**src/rtl/kv_fpu_pkg.sv**
```systemverilog
// Shared FPU datapath constants and the carry-save reference resolver.
package kv_fpu_pkg;

  localparam int KV_CSA_WIDTH_DEF = 32;
  localparam int KV_CSA_SEG_W_DEF = 8;

  // Golden value of a carry-save pair: sum + (cout << 1).
  function automatic logic [KV_CSA_WIDTH_DEF+1:0] kv_csa_ref(
    input logic [KV_CSA_WIDTH_DEF-1:0] sum_v,
    input logic [KV_CSA_WIDTH_DEF-1:0] cout_v
  );
    return {2'b00, sum_v} + {1'b0, cout_v, 1'b0};
  endfunction

endpackage

```
**src/rtl/kv_csa_resolve_seg.sv**
```systemverilog
// One ripple slice of the carry-save resolver: W-bit add with carry in/out.
module kv_csa_resolve_seg #(
  parameter int W = 8
) (
  input  logic [W-1:0] a_i,
  input  logic [W-1:0] b_i,
  input  logic         c_i,
  output logic [W-1:0] s_o,
  output logic         c_o
);

  logic [W:0] total;

  assign total    = {1'b0, a_i} + {1'b0, b_i} + {{W{1'b0}}, c_i};
  assign {c_o, s_o} = total;

endmodule

```
**src/rtl/kv_csa_resolve.sv**
```systemverilog
// Pipelined carry-save to binary resolver: one SEG_W-bit ripple slice per stage,
// bubble-collapsing valid/ready chain, result = in_sum + 2*in_cout.
module kv_csa_resolve
  import kv_fpu_pkg::*;
#(
  parameter int CSA_WIDTH = KV_CSA_WIDTH_DEF,
  parameter int SEG_W     = KV_CSA_SEG_W_DEF
) (
  input  logic                 clk,
  input  logic                 reset,
  input  logic                 in_valid,
  output logic                 in_ready,
  input  logic [CSA_WIDTH-1:0] in_sum,
  input  logic [CSA_WIDTH-1:0] in_cout,
  output logic                 out_valid,
  input  logic                 out_ready,
  output logic [CSA_WIDTH+1:0] out_res
);

  localparam int STAGES = CSA_WIDTH / SEG_W;
  localparam int OP_W   = CSA_WIDTH + 1;
  localparam int RES_W  = CSA_WIDTH + 2;

  logic [STAGES-1:0] valid_q;
  logic [STAGES:0]   vchain;
  logic [STAGES:0]   stage_ready;
  logic [STAGES-1:0] load_en;

  // vchain[k] is the valid bit offered to stage k; vchain[STAGES] is the output.
  assign vchain    = {valid_q, in_valid};
  assign out_valid = vchain[STAGES];
  assign in_ready  = stage_ready[0];
  assign load_en   = stage_ready[STAGES-1:0] & vchain[STAGES-1:0];

  always_comb begin
    stage_ready         = '0;
    stage_ready[STAGES] = out_ready;
    for (int k = STAGES - 1; k >= 0; k--) begin
      stage_ready[k] = !valid_q[k] || stage_ready[k+1];
    end
  end

  always_ff @(posedge clk or posedge reset) begin
    if (reset) begin
      valid_q <= '0;
    end else begin
      for (int k = 0; k < STAGES; k++) begin
        if (stage_ready[k]) begin
          valid_q[k] <= vchain[k];
        end
      end
    end
  end

  for (genvar gi = 0; gi < STAGES; gi++) begin : g_stage
    localparam int LO   = gi * SEG_W;
    localparam bit LAST = (gi == STAGES - 1);
    // The last slice also absorbs operand bit CSA_WIDTH.
    localparam int W    = LAST ? SEG_W + 1 : SEG_W;
    localparam int IN_W = OP_W - LO;

    logic [IN_W-1:0]   a_in;
    logic [IN_W-1:0]   b_in;
    logic              c_in;
    logic [W-1:0]      s;
    logic              c_out;
    logic [LO+W-1:0]   res_d;

    if (gi == 0) begin : g_src
      assign a_in  = {1'b0, in_sum};
      assign b_in  = {in_cout, 1'b0};
      assign c_in  = 1'b0;
      assign res_d = s;
    end else begin : g_src
      assign a_in  = g_stage[gi-1].g_op.a_q;
      assign b_in  = g_stage[gi-1].g_op.b_q;
      assign c_in  = g_stage[gi-1].g_op.carry_q;
      assign res_d = {s, g_stage[gi-1].g_op.res_q};
    end

    kv_csa_resolve_seg #(
      .W (W)
    ) u_seg (
      .a_i (a_in[W-1:0]),
      .b_i (b_in[W-1:0]),
      .c_i (c_in),
      .s_o (s),
      .c_o (c_out)
    );

    if (!LAST) begin : g_op
      logic [IN_W-W-1:0] a_q;
      logic [IN_W-W-1:0] b_q;
      logic              carry_q;
      logic [LO+W-1:0]   res_q;

      always_ff @(posedge clk or posedge reset) begin
        if (reset) begin
          a_q     <= '0;
          b_q     <= '0;
          carry_q <= 1'b0;
          res_q   <= '0;
        end else if (load_en[gi]) begin
          a_q     <= a_in[IN_W-1:W];
          b_q     <= b_in[IN_W-1:W];
          carry_q <= c_out;
          res_q   <= res_d;
        end
      end
    end else begin : g_out
      logic [RES_W-1:0] res_q;

      always_ff @(posedge clk or posedge reset) begin
        if (reset) begin
          res_q <= '0;
        end else if (load_en[gi]) begin
          res_q <= {c_out, res_d};
        end
      end
    end
  end

  assign out_res = g_stage[STAGES-1].g_out.res_q;

endmodule
```
**config.mk**
```make
export PLATFORM = sky130hd
export DESIGN_NAME = kv_csa_resolve
export DESIGN_NICKNAME = d
export VERILOG_FILES = /design/src/rtl/kv_fpu_pkg.sv /design/src/rtl/kv_csa_resolve_seg.sv /design/src/rtl/kv_csa_resolve.sv
export SDC_FILE = /design/constraint.sdc
export NUM_CORES = 1
export LEC_CHECK = 0
export ABC_AREA = 1
export BUFFER_PORTS_ARGS = -buffer_cell sky130_fd_sc_hd__buf_2
export CAP_MARGIN = 20
export CORE_MARGIN = 4
export CORE_UTILIZATION = 40
export CTS_CLUSTER_DIAMETER = 60
export DETAILED_ROUTE_END_ITERATION = 8
export PLACE_DENSITY = 0.61
export SETUP_SLACK_MARGIN = 0.02
export SYNTH_ARGS = -nofsm -noshare
export SYNTH_HDL_FRONTEND = slang
export SYNTH_HIERARCHICAL = 1
export SYNTH_SLANG_ARGS = --single-unit
```
**constraint.sdc**
```tcl
create_clock -name clk -period 7.3 [get_ports clk]
set_input_delay 1.46 -clock clk [delete_from_list [all_inputs] [get_ports clk]]
set_output_delay 1.46 -clock clk [all_outputs]
set_load 0.005 [all_outputs]
```
# Word-level counts from Yosys, hierarchy flattened
# Cells that the tools add are included.
[totals]
ff_bits = 188
output_inout_bits = 36
[op_classes]
n_reduce_logical = 8
add_sub_neg = 7
bitwise = 1
[op_table]
columns = ["operator", "count"]
rows = [
  ["adder 8 x 8 -> 9 bit", 3],
  ["adder 9 x 1 -> 9 bit", 2],
  ["adder 10 x 1 -> 10 bit", 1],
  ["adder 8 x 9 -> 10 bit", 1],
  ["bitwise AND 4 bit", 1],
  ["zero test 1 bit", 4],
  ["logical OR 1 bit", 4],
]

# Depth between registers and ports, before layout
# Gate-level depths: netlist of run 1.
[logic_depth]
word_depth = 6
depth_mapped = 12
mapped_depth_nobuf = 12

# Hierarchy
# Netlist of run 1, hierarchy kept.
[modules_own_cells]
columns = ["mod", "cells_each", "area_per_inst_um2", "instances"]
rows = [
  ["kv_csa_resolve", 790, 7288.2, 1],
  ["kv_csa_resolve_seg (g_stage[1].u_seg ...)", 59, 384.1, 2],
  ["kv_csa_resolve_seg (g_stage[3].u_seg)", 89, 481.7, 1],
  ["kv_csa_resolve_seg (g_stage[0].u_seg)", 59, 351.6, 1],
]

# Worst setup path after synthesis of run 1
# Ideal clock, no wire load.
[synth_timing]
path_kind = "input to output"
from = "in out_ready"
to = "out in_ready"
required_ps = 5840
arrival_ps = 1956
path_stages = 3
n_path_buf = 1
path_slack_ps = 3884
cell_sequence = "nor2_4 -> nand4_2 -> clkbuf_1"
[synth_between]
elab_chain_len = 4
[synth_lines]
columns = ["item", "line_no", "source"]
rows = [
  ["start, declared", "kv_csa_resolve.sv:16", "input logic out_ready,"],
  ["logical OR 1 bit (4 in a row)", "kv_csa_resolve.sv:39", "stage_ready[k] = !valid_q[k] || stage_ready[k+1];"],
  ["end, declared", "kv_csa_resolve.sv:12", "output logic in_ready,"],
]
# Every way passes these cells.

# Final worst setup path of run 1
# Ends and elaborated chain as after synthesis.

==> run_results.csv, run 1 <==
group,metric,value,unit
logic_synthesis,synthAdderAreaFrac,5.88,%
power_and_ir_drop,sum_of_internal_switching_and_leakage_power,3900,uW
sta,fin_setup_tns,0,ns
logic_synthesis,yosysUniqueCellTypes,31,
routing,drt_wl_total,18100,um
sta,finalClockSkew,0.0171,ns
critical_path,worst-path-max-fanout,61,
cts,clock_latency,0.43,ns
placed_design,placedCellCount,1391,
final_layout,nFillCells,2242,
logic_synthesis,synth_simple_gate_area_share,30.4,%
cts,tritoncts_num_sinks,188,
power_and_ir_drop,power.static_leakage,0.00565,uW
cts,cts-root-to-sink-buffers,2,
cts,clockRootBuffer,"clkbuf_16",
die,num_io_pins,104,
routing,detail_route.first_pass.iterations,7,
cts,cts_post_setup_buffers_inserted,0,
placed_design,pre_cts_ws,3.07,ns
final_layout,area.growth.synth_to_final,14.6,%
sta,finalWorstPathRequiredPeriod,3.91,ns
logic_synthesis,post_synth_mux_area_share,0,%
routing,drt-vias-per-instance,4.65,
global_route,grt_start_max_net_pins,83,
sta,max_clock_freq,256,MHz
final_layout,num-nets-final,1237,
routing,detail_route.wl_per_cell,12.7,um
placed_design,dp_hpwl,12900,um
logic_synthesis,postSynthRegisterBits,188,
placed_design,place.gp.congestion,0.826,
final_layout,layout.cells.non_filler,1423,
routing,post_drt_antenna_nets,0,
run,cap_violations,0,
critical_path,critPathLaunchType,"input port",
cts,cts_made_buffers,17,
logic_synthesis,synth-seq-area-share,52.9,%
logic_synthesis,synth_edf_count,0,
global_route,grt_pass1_wl,31600,um
die,initial_core_util,40.7,%
power_and_ir_drop,p_per_area,382,nW/um^2
min_path,min_path_type,"flip-flop to flip-flop",
logic_synthesis,share_of_yosys_cell_area_claimed_by_the_top_area_cell_type,52.9,%
sta,setup_viol_count_final,0,
die,die-width,157,um
final_layout,footprint_of_the_flip_flops_and_latches,4700,um^2
logic_synthesis,post_synth.cell_area_avg,8.42,um^2
logic_synthesis,cells_taking_the_most_area_after_synthesis,"dfrtp_1 (53%), nand2_1 (17%), nand3_1 (8.8%)",
critical_path,critPathArrivalTime,2.45,ns
routing,remaining_drcs,0,
global_route,number_of_antenna_violations_at_the_first_check_in_global_routing,0,
sta,tightest_slew,1.01,ns
logic_synthesis,synth_top_family_by_area,"simple AND/OR/NAND/NOR gates",
logic_synthesis,synth.largest_area_cell,"dfrtp_1",
sta,timing.slew.headroom,32.8,%
die,dieHeight,157,um
global_route,grtUsageTotal,15.6,%
final_layout,layout_commonest_cell,"nand2_1",
cts,cts.htree.levels,4,
sta,hold_viol,0,
cts,path_clk_slew,0.06,ns
final_layout,antennaDiodeCount,0,
final_layout,layout.cells.most_common_list,"nand2_1 (412), dfrtp_1 (188), nand3_1 (156)",
routing,vias,6618,
logic_synthesis,fraction_of_the_mapped_netlist_area_in_compound_gates,3.31,%
routing,number_of_drc_markers_in_iteration_0,318,
logic_synthesis,post_synth_instance_area,8890,um^2
sta,finalMaxSlewViolations,0,
cts,cts_hold_repair.buffers,0,
cts,tritoncts,"built",
die,die-area,24700,um^2
critical_path,worst-endpoint-required,5.84,ns
sta,fin_ws,3.39,ns
critical_path,timing_worst_setup_path_type,"input port to output port",
power_and_ir_drop,irDropWorstVdd,170,uV
logic_synthesis,synth.yosys.warnings,6,
logic_synthesis,yosys.area_share.xor_xnor,1.18,%
sta,setup_repair_after_global_routing_missed_its_margin,"no",
critical_path,timing.critical_path.to_type,"output port",
logic_synthesis,synth_async_sr_flop_share,100,%
sta,post-route-period-util,53.6,%
cts,post_cts_resized,0,
final_layout,drive_gt1_share,14.2,%
die,area_of_the_core,21800,um^2
logic_synthesis,synthesis.instances,1056,
placed_design,io_buffers,103,
global_route,first_global_vias,6424,
status,status,"finished clean",
final_layout,footprint_of_the_multi_input_gates,3640,um^2
logic_synthesis,synthFlopType,"dfrtp_1",
global_route,grt_overflow_total,0,
die,floorplan.rows,54,
path summary, 6_finish.rpt:
| kind | start | to | slack, ns | depth (start not counted) |
|---|---|---|---|---|
| min in group asynchronous | reset | g_stage[0].g_op.res_q[0]$_DFFE_PP0P_ | 1.18 | 2 |
| max in group asynchronous | reset | valid_q[2]$_DFFE_PP0P_ | 4.96 | 3 |
| max reg2reg | valid_q[1]$_DFFE_PP0P_ | g_stage[1].g_op.res_q[4]$_DFFE_PP0P_ | 3.95 | 5 |
| min reg2reg | out_res[29]$_DFFE_PP0P_ | out_res[29]$_DFFE_PP0P_ | 0.46 | 2 |
| min | out_res[29]$_DFFE_PP0P_ | out_res[29]$_DFFE_PP0P_ | 0.46 | 2 |
| max | out_ready | in_ready | 3.39 | 5 |
Yosys cell counts (7+ instances only):
master,instances
a21oi_1,34
buf_2,19
clkbuf_1,23
dfrtp_1,188
fa_1,8
ha_1,29
inv_1,71
nand2_1,413
nand2_2,7
nand3_1,156
nor2_1,32
o21ai_0,22
xnor2_1,8
worst max-delay path: stages:
cell     delay [ns]
buf_2          0.11
nor2_4         0.19
nand4_2        0.09
buf_4          0.34
buf_2          0.22
cells by family after synthesis:
kind of cell / count (synthesis)
AOI/OAI and AO/OA: 58
xor gates and xnor gates: 12
adders and majority gates: 37
buffers and inverters: 129
DFF: 188
other: 1
and+or+nand+nor: 631
per-stage QoR:
| step | hold slack, ns | cell area (um^2) | utilization [%] |
|---|---|---|---|
| final | 0.464 | 10200 | 46.7 |
| after global routing | 0.494 | 10200 | 46.7 |
| after CTS | 0.471 | 10100 | 46.5 |
| after detailed placement | 0.454 | 9540 | 43.7 |
| after global placement | 0.453 | 9540 | 43.7 |
| after floorplan | 0.442 | 8900 | - |
area by class of cell:
type / count / share of cell area, %
sequential: 188 / 46.2
multi-input combinational: 741 / 35.7
timing repair buffer: 111 / 5.97
clock buffer: 23 / 4.59
tap: 280 / 3.44
inverter: 73 / 2.74
clock inverter: 7 / 1.36
sequential cells by signal, indices dropped and copies added (netlist names):
register / flops
g_stage.g_op.a_q: 48
g_stage.g_op.b_q: 51
g_stage.g_op.carry_q: 3
g_stage.g_op.res_q: 48
out_res: 34
valid_q: 4
where the power goes:
part	switching (uW)	internal [uW]	total, uW
Combinational	781	527	1310
Clock	374	588	962
Sequential	219	1410	1630
layer usage:
metal / part of all wire, % / global-route usage, %
met1: 54 / 24.3
met2: 42 / 22.2
met3: 3.3 / 3.13
met4: 0.81 / 4.18
met5: 0 / 0
(Power assumes the default switching activity.)
==> inputs of run 2 (changes only) <==
- clock period: 7.3 -> 3.8 ns (I/O delays scaled with it)
==> run 2 against run 1 <==
- sequential share of layout area is 0.17 points lower
- global-route usage is 0.080 points higher
- count of clock-buffer cells in the layout is 5 lower
- critical path type is now flip-flop to output port
==> run_results.csv, run 2 (same netlist as run 1, synthesis figures left out) <==
group,metric,value,unit
power_and_ir_drop,pwr-share-comb,34.2,%
cts,cts.htree.levels,4,
die,initial_core_util,40.7,%
sta,setup_viol_count_final,0,
sta,finalWorstPathRequiredPeriod,2.52,ns
global_route,use_met3,3.55,%
min_path,min_path_type,"input port to asynchronous set/reset pin",
placed_design,dp_hpwl,13100,um
critical_path,timing_worst_setup_path_type,"flip-flop to output port",
critical_path,critPathArrivalTime,1.76,ns
critical_path,reg2reg_to,"g_stage[0].g_op.a_q[6]$_DFFE_PP0P_",
die,floorplan.rows,54,
sta,finalClockSkew,0.00667,ns
die,num_io_pins,104,
die,die-width,157,um
cts,cts_made_buffers,17,
power_and_ir_drop,net-switching-power,2700,uW
placed_design,placedCellCount,1398,
global_route,grt_pass1_wl,31700,um
global_route,global_route.peak_usage_layer,"met1",
cts,clock_latency,0.42,ns
critical_path,max_incr_delay_on_cp,0.69,ns
critical_path,timing.critical_path.to_type,"output port",
final_layout,layout.cells.non_filler,1430,
die,die-area,24700,um^2
cts,path_clk_slew,0.07,ns
critical_path,worst-path-max-fanout,16,
sta,max_clock_freq,397,MHz
routing,number_of_drc_markers_in_iteration_0,293,
routing,post_drt_antenna_nets,0,
sta,fin_setup_tns,0,ns
global_route,number_of_antenna_violations_at_the_first_check_in_global_routing,0,
critical_path,worst_r2r_startpoint,"valid_q[2]$_DFFE_PP0P_",
sta,finalMaxSlewViolations,0,
status,status,"finished clean",
sta,tightest_slew,0.734,ns
routing,remaining_drcs,0,
power_and_ir_drop,sw_frac_of_total,36.2,%
routing,drt_wl_total,18100,um
global_route,grtUsageMet2,22.8,%
critical_path,worst_path_max_delay_cell,"dfrtp_1",
critical_path,worst-endpoint-required,3.04,ns
global_route,first_global_vias,6507,
critical_path,critical-path-top-delay-family,"flip-flops",
cts,tritoncts,"built",
power_and_ir_drop,power.clock.fraction,24.2,%
power_and_ir_drop,p_per_area,729,nW/um^2
final_layout,drive_gt1_share,15.0,%
global_route,grtUsageTotal,15.7,%
power_and_ir_drop,internal-power,4760,uW
sta,post-route-period-util,66.3,%
global_route,grt_start_max_net_pins,107,
global_route,grt_overflow_total,0,
global_route,global_route_met1_usage,23.9,%
final_layout,largest_register_ffs,51,
final_layout,layout_cell_area_excl_fill,10200,um^2
cts,tritoncts_num_sinks,188,
run,cap_violations,0,
critical_path,slack_of_the_worst_reg_to_reg_path,1.62,ns
critical_path,cells_along_the_critical_path,"nand4_2 > buf_2",
routing,detail_route.wl_per_cell,12.6,um
final_layout,layout_top_registers,"g_stage.g_op.b_q (51), g_stage.g_op.a_q (48), g_stage.g_op.res_q (48)",
final_layout,layout.cells.most_common_list,"nand2_1 (412), dfrtp_1 (188), nand3_1 (156)",
final_layout,num-nets-final,1243,
final_layout,area.growth.synth_to_final,15.1,%
cts,clockRootBuffer,"clkbuf_16",
routing,detail_route.first_pass.iterations,4,
power_and_ir_drop,seq_power_share,41.6,%
cts,cts-root-to-sink-buffers,2,
die,dieHeight,157,um
final_layout,largest-register,"g_stage.g_op.b_q",
cts,cts_hold_repair.buffers,0,
placed_design,io_buffers,103,
power_and_ir_drop,power.static_leakage,0.00566,uW
power_and_ir_drop,irDropWorstVdd,287,uV
final_layout,antennaDiodeCount,0,
critical_path,reg2reg_depth,5,
cts,post_cts_resized,0,
placed_design,post_dp_cell_area,9610,um^2
cts,cts_post_setup_buffers_inserted,0,
die,area_of_the_core,21800,um^2
routing,vias,6633,
critical_path,worst-path-buf-inv,1,
sta,hold_viol,0,
final_layout,layout_commonest_cell,"nand2_1",
sta,timing.slew.headroom,50.9,%
routing,drt-vias-per-instance,4.64,
placed_design,place.gp.congestion,0.810,
critical_path,critPathLaunchType,"flip-flop",
sta,setup_repair_after_global_routing_missed_its_margin,"no",
[run 2: per-stage QoR]
stage	utilization, %	power, uW	worst slack, ns	hold slack (ns)
after global placement	44.0	5640	1.27	0.454
final	46.9	7450	1.28	0.418
after floorplan	-	5010	0.620	0.442
after detailed placement	44.0	5720	1.24	0.459
after global routing	46.9	8140	1.12	0.447
after CTS	46.8	7540	1.24	0.420
[run 2: worst max path at each step]
stage                            from                               endpoint  slack, ns  depth (start not counted)
2_1_floorplan                   reset     g_stage[0].g_op.a_q[0]$_DFFE_PP0P_       0.62                          1
3_3_place_gp                out_ready  g_stage[2].g_op.res_q[16]$_DFFE_PP0P_       1.27                          7
3_5_place_dp                out_ready                out_res[18]$_DFFE_PP0P_       1.24                          6
4_1_cts        valid_q[2]$_DFFE_PP0P_                               in_ready       1.24                          2
5_1_grt        valid_q[2]$_DFFE_PP0P_                               in_ready       1.12                          2
6_report       valid_q[2]$_DFFE_PP0P_                               in_ready       1.28                          2
[run 2: power by group through the flow]
| stage | clock network [uW] | registers (uW) | logic [uW] |
|---|---|---|---|
| after global routing | 1940 | 3200 | 3000 |
| after detailed placement | 0 | 3140 | 2580 |
| after global placement | 0 | 3140 | 2510 |
| after floorplan | 0 | 3030 | 1980 |
| after CTS | 1840 | 3110 | 2590 |
| final | 1800 | 3100 | 2550 |
[run 2: cell type report]
class                   instances  area [um^2]
fillers                      2195        11600
flip-flops and latches        188         4700
multi-input cells             741         3640
repair buffers                117          658
clock buffers                  18          429
well taps                     280          350
inverters                      73          278
clock inverters                13          166
[run 2: layer usage]
| layer | up-vias | wire length, um | share of wire, % |
|---|---|---|---|
| met5 | - | 0 | 0 |
| met4 | 0 | 182 | 1.0 |
| met3 | 14 | 672 | 3.7 |
| met2 | 92 | 7620 | 42 |
| met1 | 3023 | 9580 | 53 |
| li1 | 3504 | - | - |
==> inputs of run 3 (changes only) <==
- clock period: 3.8 -> 2.6 ns (I/O delays scaled with it)
==> run 3 against run 2 <==
- clock skew rose by 0.0074 ns
- count of clock-buffer cells in the layout shrank 1
- largest power group unchanged
- critical path type unchanged
- combinational power grew 47%
- sequential power up 45%
==> run_results.csv, run 3 (same netlist as run 1, synthesis figures left out) <==
group,metric,value,unit
global_route,first_global_vias,6292,
die,die-area,24700,um^2
routing,drt-vias-per-instance,4.70,
final_layout,layout_top_registers,"g_stage.g_op.b_q (51), g_stage.g_op.a_q (48), g_stage.g_op.res_q (48)",
routing,remaining_drcs,0,
cts,path_clk_slew,0.07,ns
die,floorplan.rows,54,
final_layout,largest-register,"g_stage.g_op.b_q",
sta,setup_repair_after_global_routing_missed_its_margin,"no",
final_layout,num-nets-final,1245,
critical_path,critical-path-top-delay-family,"buffers and inverters",
sta,finalWorstPathRequiredPeriod,2.07,ns
sta,finalMaxSlewViolations,0,
routing,detail_route.first_pass.iterations,4,
critical_path,max_incr_delay_on_cp,0.34,ns
critical_path,worst_r2r_startpoint,"g_stage[0].g_op.a_q[0]$_DFFE_PP0P_",
critical_path,timing.critical_path.to_type,"output port",
cts,cts_post_setup_buffers_inserted,0,
critical_path,timing_worst_setup_path_type,"flip-flop to output port",
routing,wl_met3,794,um
critical_path,worst_path_max_delay_cell,"dfrtp_1",
critical_path,reg2reg_depth,10,
sta,timing.slew.headroom,52.0,%
final_layout,largest_register_ffs,51,
critical_path,cells_along_the_critical_path,"inv_1 > nor2_4 > nand4_2 > buf_4 > buf_2",
final_layout,layout.cells.most_common_list,"nand2_1 (412), dfrtp_1 (188), nand3_1 (156)",
cts,cts.htree.levels,4,
die,area_of_the_core,21800,um^2
sta,post-route-period-util,79.7,%
critical_path,critPathArrivalTime,1.55,ns
final_layout,layout.cells.non_filler,1433,
global_route,number_of_antenna_violations_at_the_first_check_in_global_routing,0,
min_path,min_path_type,"input port to asynchronous set/reset pin",
critical_path,slack_of_the_worst_reg_to_reg_path,0.62,ns
run,cap_violations,0,
critical_path,worst-path-buf-inv,3,
routing,detail_route.wl_per_cell,12.6,um
placed_design,placedCellCount,1401,
routing,highest-signal-layer,"met4",
status,status,"finished clean",
die,die-width,157,um
final_layout,area.growth.synth_to_final,14.8,%
routing,drt_wl_total,18100,um
sta,tightest_slew,0.720,ns
final_layout,drive_gt1_share,15.3,%
power_and_ir_drop,power.static_leakage,0.00565,uW
cts,clockRootBuffer,"clkbuf_16",
die,num_io_pins,104,
global_route,grt_overflow_total,0,
critical_path,worst-path-max-fanout,18,
critical_path,reg2reg_to,"g_stage[1].g_op.res_q[14]$_DFFE_PP0P_",
placed_design,dp_hpwl,13200,um
sta,fin_setup_tns,0,ns
cts,clock_latency,0.44,ns
global_route,grt_start_max_net_pins,106,
critical_path,worst-endpoint-required,2.08,ns
routing,met2RoutedLength,7700,um
die,dieHeight,157,um
die,initial_core_util,40.7,%
routing,number_of_drc_markers_in_iteration_0,306,
placed_design,io_buffers,103,
cts,tritoncts,"built",
sta,setup_viol_count_final,0,
placed_design,place.gp.congestion,0.836,
sta,hold_viol,0,
final_layout,layout_commonest_cell,"nand2_1",
sta,finalClockSkew,0.0141,ns
cts,cts_hold_repair.buffers,0,
power_and_ir_drop,p_per_area,1050,nW/um^2
global_route,grt_pass1_wl,31400,um
cts,cts-root-to-sink-buffers,2,
routing,vias,6737,
cts,cts_made_buffers,17,
routing,post_drt_antenna_nets,0,
critical_path,critPathLaunchType,"flip-flop",
global_route,grtUsageTotal,15.7,%
sta,max_clock_freq,483,MHz
cts,tritoncts_num_sinks,188,
final_layout,antennaDiodeCount,0,
power_and_ir_drop,irDropWorstVdd,508,uV
cts,post_cts_resized,0,
routing,wirelength_met1,9490,um
## run 3: cell count changes in the layout (fill, tap and decap cells not counted)
cell	change
buf_4	+2
inv_8	+3
clkbuf_1	-1
clkinvlp_4	+1
bufinv_16	-3
clkinv_4	+2
clkinv_2	-1
## run 3: worst max path at each step
| stage | startpoint | to | depth (start not counted) |
|---|---|---|---|
| 4_1_cts | valid_q[3]$_DFFE_PP0P_ | in_ready | 5 |
| 5_1_grt | valid_q[3]$_DFFE_PP0P_ | in_ready | 5 |
| 2_1_floorplan | reset | g_stage[0].g_op.a_q[0]$_DFFE_PP0P_ | 1 |
| 6_report | valid_q[3]$_DFFE_PP0P_ | in_ready | 5 |
| 3_5_place_dp | g_stage[2].g_op.a_q[0]$_DFFE_PP0P_ | out_res[30]$_DFFE_PP0P_ | 12 |
| 3_3_place_gp | g_stage[0].g_op.a_q[0]$_DFFE_PP0P_ | g_stage[1].g_op.carry_q$_DFFE_PP0P_ | 10 |
## run 3: layout make-up
class                           count  area, um^2
Inverter                           73         278
Fill cell                        2174       11600
Sequential cell                   188        4700
Multi-Input combinational cell    741        3640
Clock inverter                     15         130
Tap cell                          280         350
Timing Repair Buffer              119         673
Clock buffer                       17         425
## run 3: metal layers
metal  track usage (%)  up-vias
met5                 0        -
met4              4.42        0
met3              3.77        8
met2              21.7      111
met1              24.4     3098
li1                  -     3520
## run 3: tightest hold or removal path, cell delays in order
cell and delay [ns]:
buf_2 0.11, clkinvlp_4 0.10, buf_4 0.31
## run 3: where the power goes
part	internal, uW	leakage (uW)	switching, uW	total (uW)
clock	1260	0.000263	1190	2450
sequential	3950	0.00230	547	4490
combinational	1500	0.00308	2250	3750
total	6700	0.00565	3990	10700
## run 3: stage by stage
step / instance area (um^2) / setup slack [ns] / total power (uW) / utilization [%] / hold WS, ns
6_report: 10200 / 0.529 / 10700 / 46.8 / 0.209
5_1_grt: 10200 / 0.410 / 11700 / 46.8 / 0.234
4_1_cts: 10200 / 0.493 / 10900 / 46.8 / 0.209
3_5_place_dp: 9650 / 0.634 / 8380 / 44.2 / 0.454
3_3_place_gp: 9650 / 0.664 / 8290 / 44.2 / 0.453
2_1_floorplan: 8900 / -0.340 / 7320 / - / 0.442
